`config.mk`:
```
export PLATFORM = sky130hd
export DESIGN_NAME = mskrnd_feeder_flat
export DESIGN_NICKNAME = d
export VERILOG_FILES = /design/src/rtl/mskrnd_pkg.sv /design/src/rtl/mskrnd_feeder_if.sv /design/src/rtl/mskrnd_lfsr_step.sv /design/src/rtl/mskrnd_feeder.sv /design/src/flat_wrapper.sv
export SDC_FILE = /design/constraint.sdc
export NUM_CORES = 1
export LEC_CHECK = 0
export BUFFER_PORTS_ARGS = -buffer_cell sky130_fd_sc_hd__buf_2
export CAP_MARGIN = 30
export CORE_UTILIZATION = 60
export DETAILED_ROUTE_END_ITERATION = 16
export GPL_TIMING_DRIVEN = 0
export PLACE_DENSITY = 0.81
export SYNTH_ARGS = -nofsm -noshare
export SYNTH_HDL_FRONTEND = slang
export SYNTH_SLANG_ARGS = --single-unit
export TNS_END_PERCENT = 10
```
`constraint.sdc`:
```
create_clock -name clk -period 5.7 [get_ports clk]
set_clock_uncertainty 0.1 [all_clocks]
set_input_delay 1.14 -clock clk [delete_from_list [all_inputs] [get_ports clk]]
set_output_delay 1.14 -clock clk [all_outputs]
set_load 0.05 [all_outputs]
```
`src/rtl/mskrnd_pkg.sv`:
```
// Shared constants and types for the masked-randomness feeder.
package mskrnd_pkg;

  localparam int unsigned LFSR_W = 64;

  // Galois feedback mask for x^64 + x^63 + x^61 + x^60 + 1.
  localparam logic [LFSR_W-1:0] LFSR_MASK = 64'hD800_0000_0000_0000;

  // Loaded in place of an all-zero seed so the LFSR can never lock up.
  localparam logic [LFSR_W-1:0] ZERO_SEED_SUB = 64'h1;

  typedef enum logic [1:0] {
    UNSEEDED,
    WARMUP,
    RUN,
    RESEED_WAIT
  } state_e;

endpackage

```
`src/rtl/mskrnd_feeder_if.sv`:
```
// Seed and random-word streams between the feeder and its environment.
interface mskrnd_feeder_if #(
  parameter int unsigned NRND = 8
);

  logic [63:0]     seed;
  logic            seed_valid;
  logic            seed_ready;
  logic            reseed_req;
  logic [NRND-1:0] rnd;
  logic            rnd_valid;
  logic            rnd_ready;

  // Environment side: offers seeds, consumes random words.
  modport master (
    output seed, seed_valid, rnd_ready,
    input  seed_ready, reseed_req, rnd, rnd_valid
  );

  // Feeder side.
  modport slave (
    input  seed, seed_valid, rnd_ready,
    output seed_ready, reseed_req, rnd, rnd_valid
  );

endinterface

```
`src/rtl/mskrnd_lfsr_step.sv`:
```
// NRND unrolled Galois LFSR steps; step i output lands in word[i].
module mskrnd_lfsr_step
  import mskrnd_pkg::*;
#(
  parameter int unsigned NRND = 8
) (
  input  logic [LFSR_W-1:0] cur,
  output logic [LFSR_W-1:0] next_state,
  output logic [NRND-1:0]   word
);

  logic [LFSR_W-1:0] s;

  // Shift out one bit per step, folding the mask back in when that bit is set.
  always_comb begin
    s    = cur;
    word = '0;
    for (int i = 0; i < int'(NRND); i++) begin
      word[i] = s[0];
      s       = (s >> 1) ^ (s[0] ? LFSR_MASK : '0);
    end
    next_state = s;
  end

endmodule

```
`src/rtl/mskrnd_feeder.sv`:
```
// Fresh-randomness source: seeded LFSR served one word per consume,
// stalling for a new seed after RESEED_INTERVAL words.
module mskrnd_feeder
  import mskrnd_pkg::*;
#(
  parameter int unsigned NRND            = 8,
  parameter int unsigned WARM            = 4,
  parameter int unsigned RESEED_INTERVAL = 1024
) (
  input logic             clk,
  input logic             rst_n,
  mskrnd_feeder_if.slave  bus
);

  localparam int unsigned CntW  = (RESEED_INTERVAL > 1) ? $clog2(RESEED_INTERVAL) : 1;
  localparam int unsigned WarmW = (WARM > 1) ? $clog2(WARM) : 1;

  state_e            state_q;
  logic [LFSR_W-1:0] lfsr_q;
  logic [WarmW-1:0]  warm_q;
  logic [CntW-1:0]   cnt_q;
  logic              rnd_valid_q;
  logic              seed_ready_q;
  logic              reseed_req_q;

  logic [LFSR_W-1:0] step_next;
  logic [NRND-1:0]   step_word;
  logic [LFSR_W-1:0] seed_val;
  logic              seed_acc;
  logic              consume;

  mskrnd_lfsr_step #(
    .NRND (NRND)
  ) u_step (
    .cur        (lfsr_q),
    .next_state (step_next),
    .word       (step_word)
  );

  assign seed_val = (bus.seed == '0) ? ZERO_SEED_SUB : bus.seed;
  assign seed_acc = bus.seed_valid & seed_ready_q;
  assign consume  = rnd_valid_q & bus.rnd_ready;

  assign bus.rnd        = rnd_valid_q ? step_word : '0;
  assign bus.rnd_valid  = rnd_valid_q;
  assign bus.seed_ready = seed_ready_q;
  assign bus.reseed_req = reseed_req_q;

  // FSM, LFSR, counters and registered handshake outputs.
  always_ff @(posedge clk or negedge rst_n) begin
    if (!rst_n) begin
      state_q      <= UNSEEDED;
      lfsr_q       <= '0;
      warm_q       <= '0;
      cnt_q        <= '0;
      rnd_valid_q  <= 1'b0;
      seed_ready_q <= 1'b1;
      reseed_req_q <= 1'b1;
    end else begin
      case (state_q)
        UNSEEDED, RESEED_WAIT: begin
          if (seed_acc) begin
            lfsr_q       <= seed_val;
            warm_q       <= '0;
            cnt_q        <= '0;
            state_q      <= WARMUP;
            seed_ready_q <= 1'b0;
            reseed_req_q <= 1'b0;
          end
        end
        WARMUP: begin
          lfsr_q <= step_next;
          if (warm_q == WarmW'(WARM - 1)) begin
            warm_q       <= '0;
            state_q      <= RUN;
            rnd_valid_q  <= 1'b1;
            seed_ready_q <= 1'b1;
          end else begin
            warm_q <= warm_q + 1'b1;
          end
        end
        RUN: begin
          // A seed accept wins over a same-cycle consume; the consumed word
          // is the one already on rnd, so nothing is lost.
          if (seed_acc) begin
            lfsr_q       <= seed_val;
            warm_q       <= '0;
            cnt_q        <= '0;
            state_q      <= WARMUP;
            rnd_valid_q  <= 1'b0;
            seed_ready_q <= 1'b0;
          end else if (consume) begin
            lfsr_q <= step_next;
            if (cnt_q == CntW'(RESEED_INTERVAL - 1)) begin
              cnt_q        <= '0;
              state_q      <= RESEED_WAIT;
              rnd_valid_q  <= 1'b0;
              reseed_req_q <= 1'b1;
            end else begin
              cnt_q <= cnt_q + 1'b1;
            end
          end
        end
        default: state_q <= UNSEEDED;
      endcase
    end
  end

endmodule

```
`src/flat_wrapper.sv`:
```
// flat-port wrapper written by rule: the top's interface ports become plain ports
module mskrnd_feeder_flat import mskrnd_pkg::*;
#(
  parameter int unsigned NRND            = 8,
  parameter int unsigned WARM            = 4,
  parameter int unsigned RESEED_INTERVAL = 1024
)
  (clk, rst_n, bus_seed, bus_seed_valid, bus_rnd_ready, bus_seed_ready, bus_reseed_req, bus_rnd, bus_rnd_valid);
  mskrnd_feeder_if #(.NRND(NRND)) bus_i ();
  input logic clk;
  input logic rst_n;
  input wire logic [$bits(bus_i.seed)-1:0] bus_seed;
  input wire logic [$bits(bus_i.seed_valid)-1:0] bus_seed_valid;
  input wire logic [$bits(bus_i.rnd_ready)-1:0] bus_rnd_ready;
  output wire logic [$bits(bus_i.seed_ready)-1:0] bus_seed_ready;
  output wire logic [$bits(bus_i.reseed_req)-1:0] bus_reseed_req;
  output wire logic [$bits(bus_i.rnd)-1:0] bus_rnd;
  output wire logic [$bits(bus_i.rnd_valid)-1:0] bus_rnd_valid;
  assign bus_i.seed = bus_seed;
  assign bus_i.seed_valid = bus_seed_valid;
  assign bus_i.rnd_ready = bus_rnd_ready;
  assign bus_seed_ready = bus_i.seed_ready;
  assign bus_reseed_req = bus_i.reseed_req;
  assign bus_rnd = bus_i.rnd;
  assign bus_rnd_valid = bus_i.rnd_valid;
  mskrnd_feeder #(.NRND(NRND), .WARM(WARM), .RESEED_INTERVAL(RESEED_INTERVAL)) u_core (.clk(clk), .rst_n(rst_n), .bus(bus_i));
endmodule
```
==> metrics.md <==
| Metric | Value |
|---|---|
| DRT Pass-1 Iters | 5 |
| Top Usage Layer GRT | met2 |
| Ant. Diodes | 0 |
| Post-CTS Setup Inserts | 0 |
| TritonCTS clock tree | built |
| Syn_nets | 454 |
| All-Layer GR Usage | 33.9% |
| Req. time, crit path | 4.46 ns |
| Fin Setup TNS | 0 ns |
| First-pass GRT wire length | 18700 µm |
| Logic gate share of total power | 48.1% |
| Least-Margin Pin Slew | 0.765 ns |
| Die area | 0.00726 mm² |
| CP max-delay cell | dfrtp_1 |
| Largest net degree at the start of global routing | 70 |
| Root Buffer | clkbuf_8 |
| Ys flop type | dfrtp_1 |
| Core Area | 0.00653 mm² |
| CP delay by family, top | buffers and inverters |
| Initial detailed-routing violation count | 384 |
| Antenna violations before repair | 0 |
| Post-Syn Area per Cell | 10.9 µm² |
| Met1 Track Usage GR | 43.8% |
| RD Place Congestion | 0.912 |
| Worst r2r src | u_core.state_q[0] |
| Util after Layout | 75.0% |
| WP data arrival | 1.48 ns |
| PwrDens | 523 mW/mm² |
| Crit start category | register |
| Hold WC Path Type | register to register |
| Met2 GRT Util | 56.5% |
| Longest Clk Path Bufs | 2 |
| Switch share | 44.9% |
| H-tree levels | 3 |
| Post-synthesis sequential area ratio | 48.8% |
| Remaining DRCs | 0 |
| Synth warnings | 0 |
| Max-slew violation count | 0 |
| Count of final hold-check violations | 0 |
| Tcrit/Tclk final | 47.8% |
| Drt total wl | 11500 µm |
| RSZ-0062 raised after global routing | false |
| Clk_lat worst skew | 0.35 ns |
| Total congestion overflow | 0 |
| VDD IR max | 270 µV |
| Fin cells | 553 |
| Vias in the first global route | 3815 |
| Routed len/inst | 20.7 µm |
| Num rows | 29 |
| Routed Antenna Nets | 0 |
| Final count of negative-setup-slack endpoints | 0 |
| Cells after synthesis | 381 |
| Synthesized cell area | 0.00416 mm² |
| Internal power | 0.00141 W |
| # hold bufs at CTS | 0 |
| P_leak | 2.52 nW |
| Asr flop ratio synth | 100% |
| Placed inst area | 0.00467 mm² |
| Clock Power Share | 18.6% |
| Number of flops mapped to enable cells by yosys | 0 |
| Ports | 79 |
| Vias | 3748 |
| Hpwl dp | 8460 µm |
| Cts bufs inserted | 9 |
| Fraction of layout cells with a size suffix above 1 | 25.6% |
| Crit path largest cell delay | 0.42 ns |
| PortBufs | 78 |
| Fill cells | 468 |
| Worst setup EP type | primary output |
| Die Height | 85.2 µm |
| Post-Layout Inst Area | 0.00490 mm² |
| Final hold slack | 0.410 ns |
| Met3 global-route usage | 5.06% |
| Synth unique cells | 50 |
| Post-cts resize count | 0 |
| Nets | 544 |
| DR vias/cell | 6.78 |
| Flop pwr share | 33.3% |
| Worst slew margin | 48.7% |
| #FFs+latches synth | 81 |
| Bufs and invs on worst path | 2 |
| Worst path cell trace | clkbuf_1, and2_1, buf_2 |
| Initial Utilization | 63.6% |
| Worst Path Max Fanout | 10 |
| Outcome | complete, no violations |
| Worst Setup SP | u_core.bus.rnd_valid |
| Fmax | 367 MHz |
| Dpl cells | 537 |
| Die Wd | 85.2 µm |
| Max_cap viols | 0 |
| NetSw | 0.00115 W |
| Area growth, synth to finish | 17.9% |
| CP Class | register to primary output |
| Tmin final | 2.72 ns |
| Clock Sink Count | 81 |
| Worst Hold Launch | u_core.lfsr_q[39] |
| CTS clock-pin slew for the worst setup and hold paths | 0.08 ns |
==> power by group through the flow <==
stage	Combinational, W	Sequential (W)	Clock [W]
floorplan	0.000862	0.000835	0
global placement	0.00117	0.000855	0
detailed placement	0.00120	0.000861	0
CTS	0.00121	0.000850	0.000477
global route	0.00134	0.000870	0.000502
finish	0.00123	0.000854	0.000477
==> registers in the layout (all words and copies together) (netlist names) <==
signal / cells
u_core.bus.reseed_req: 1
u_core.bus.rnd_valid: 1
u_core.bus.seed_ready: 1
u_core.cnt_q: 10
u_core.lfsr_q: 64
u_core.state_q: 2
u_core.warm_q: 2
==> worst register-to-register path, delay by kind of cell (launching register included) <==
family	cells	cell delay, ns
buffers and inverters	3	0.63
flip-flops	1	0.39
adder cells (fa/ha/maj)	1	0.46
AO/OA/AOI/OAI	2	0.68
==> Yosys cell counts (3+ instances only) <==
master	instances	area, µm²
a21oi_1	7	35.0
a221o_1	63	631
a31oi_1	4	25.0
and2_1	9	56.3
and3_1	57	357
buf_1	3	11.3
buf_2	14	70.1
clkbuf_1	10	37.5
dfrtp_1	79	1980
ha_1	5	62.6
inv_1	9	33.8
mux2i_1	3	30.0
nand2_1	11	41.3
nand3_1	7	35.0
nand4_1	6	37.5
nor3_1	10	50.1
nor4_1	18	113
o21ai_0	9	45.0
xnor2_1	12	105
xor2_1	7	61.3
==> final timing paths <==
| path | to | slack (ns) | cells past startpoint |
|---|---|---|---|
| min reg2reg | u_core.lfsr_q[39] | 0.41 | 1 |
| min in group asynchronous | u_core.state_q[0] | 0.53 | 1 |
| max | bus_rnd[3] | 2.98 | 3 |
| max reg2reg | u_core.lfsr_q[12] | 3.38 | 6 |
| max in group asynchronous | u_core.lfsr_q[19] | 4.40 | 2 |
| min | u_core.lfsr_q[39] | 0.41 | 1 |
==> per-stage QoR <==
step           total power, W  setup slack, ns
4_1_cts               0.00254             2.96
3_5_place_dp          0.00206             2.95
6_report              0.00256             2.98
3_3_place_gp          0.00203             2.81
5_1_grt               0.00271             2.89
2_1_floorplan         0.00170             3.10
==> layout make-up <==
cell class	instances	area [µm²]	area share, %
well taps	77	96.3	1.97
flip-flops and latches	81	2030	41.4
multi-input cells	262	1950	39.9
clock buffers	11	151	3.09
repair buffers	79	420	8.58
clock inverters	5	77.6	1.58
plain buffers	29	138	2.81
inverters	9	33.8	0.689
==> layout by cell type (no fill, tap or decap), types with 4 or more instances in the layout <==
master and n:
buf_2 91, dfrtp_1 79, a221o_1 63, and3_1 57, nor4_1 18, xnor2_1 12
nand2_1 11, clkbuf_8 11, clkbuf_1 10, nor3_1 10, inv_1 9, and2_1 9
o21ai_0 9, a21oi_1 7, nand3_1 7, xor2_1 7, nand4_1 6, ha_1 5
a31oi_1 4
==> cell families after synthesis <==
family,Yosys count,share of synthesized area [%]
mux,3,0.723
compound gates,106,22.3
fa+ha+maj,5,1.51
simple gates,129,18.5
xor+xnor,19,4.00
buf+inv,38,4.13
flops,81,48.8
==> layer usage <==
layer	vias to the layer above	share of wire, %
li1	1690	-
met5	-	0
met2	168	49
met4	0	3.5
met3	37	6.7
met1	1853	41
No activity file was read; power rests on OpenSTA's default activity.
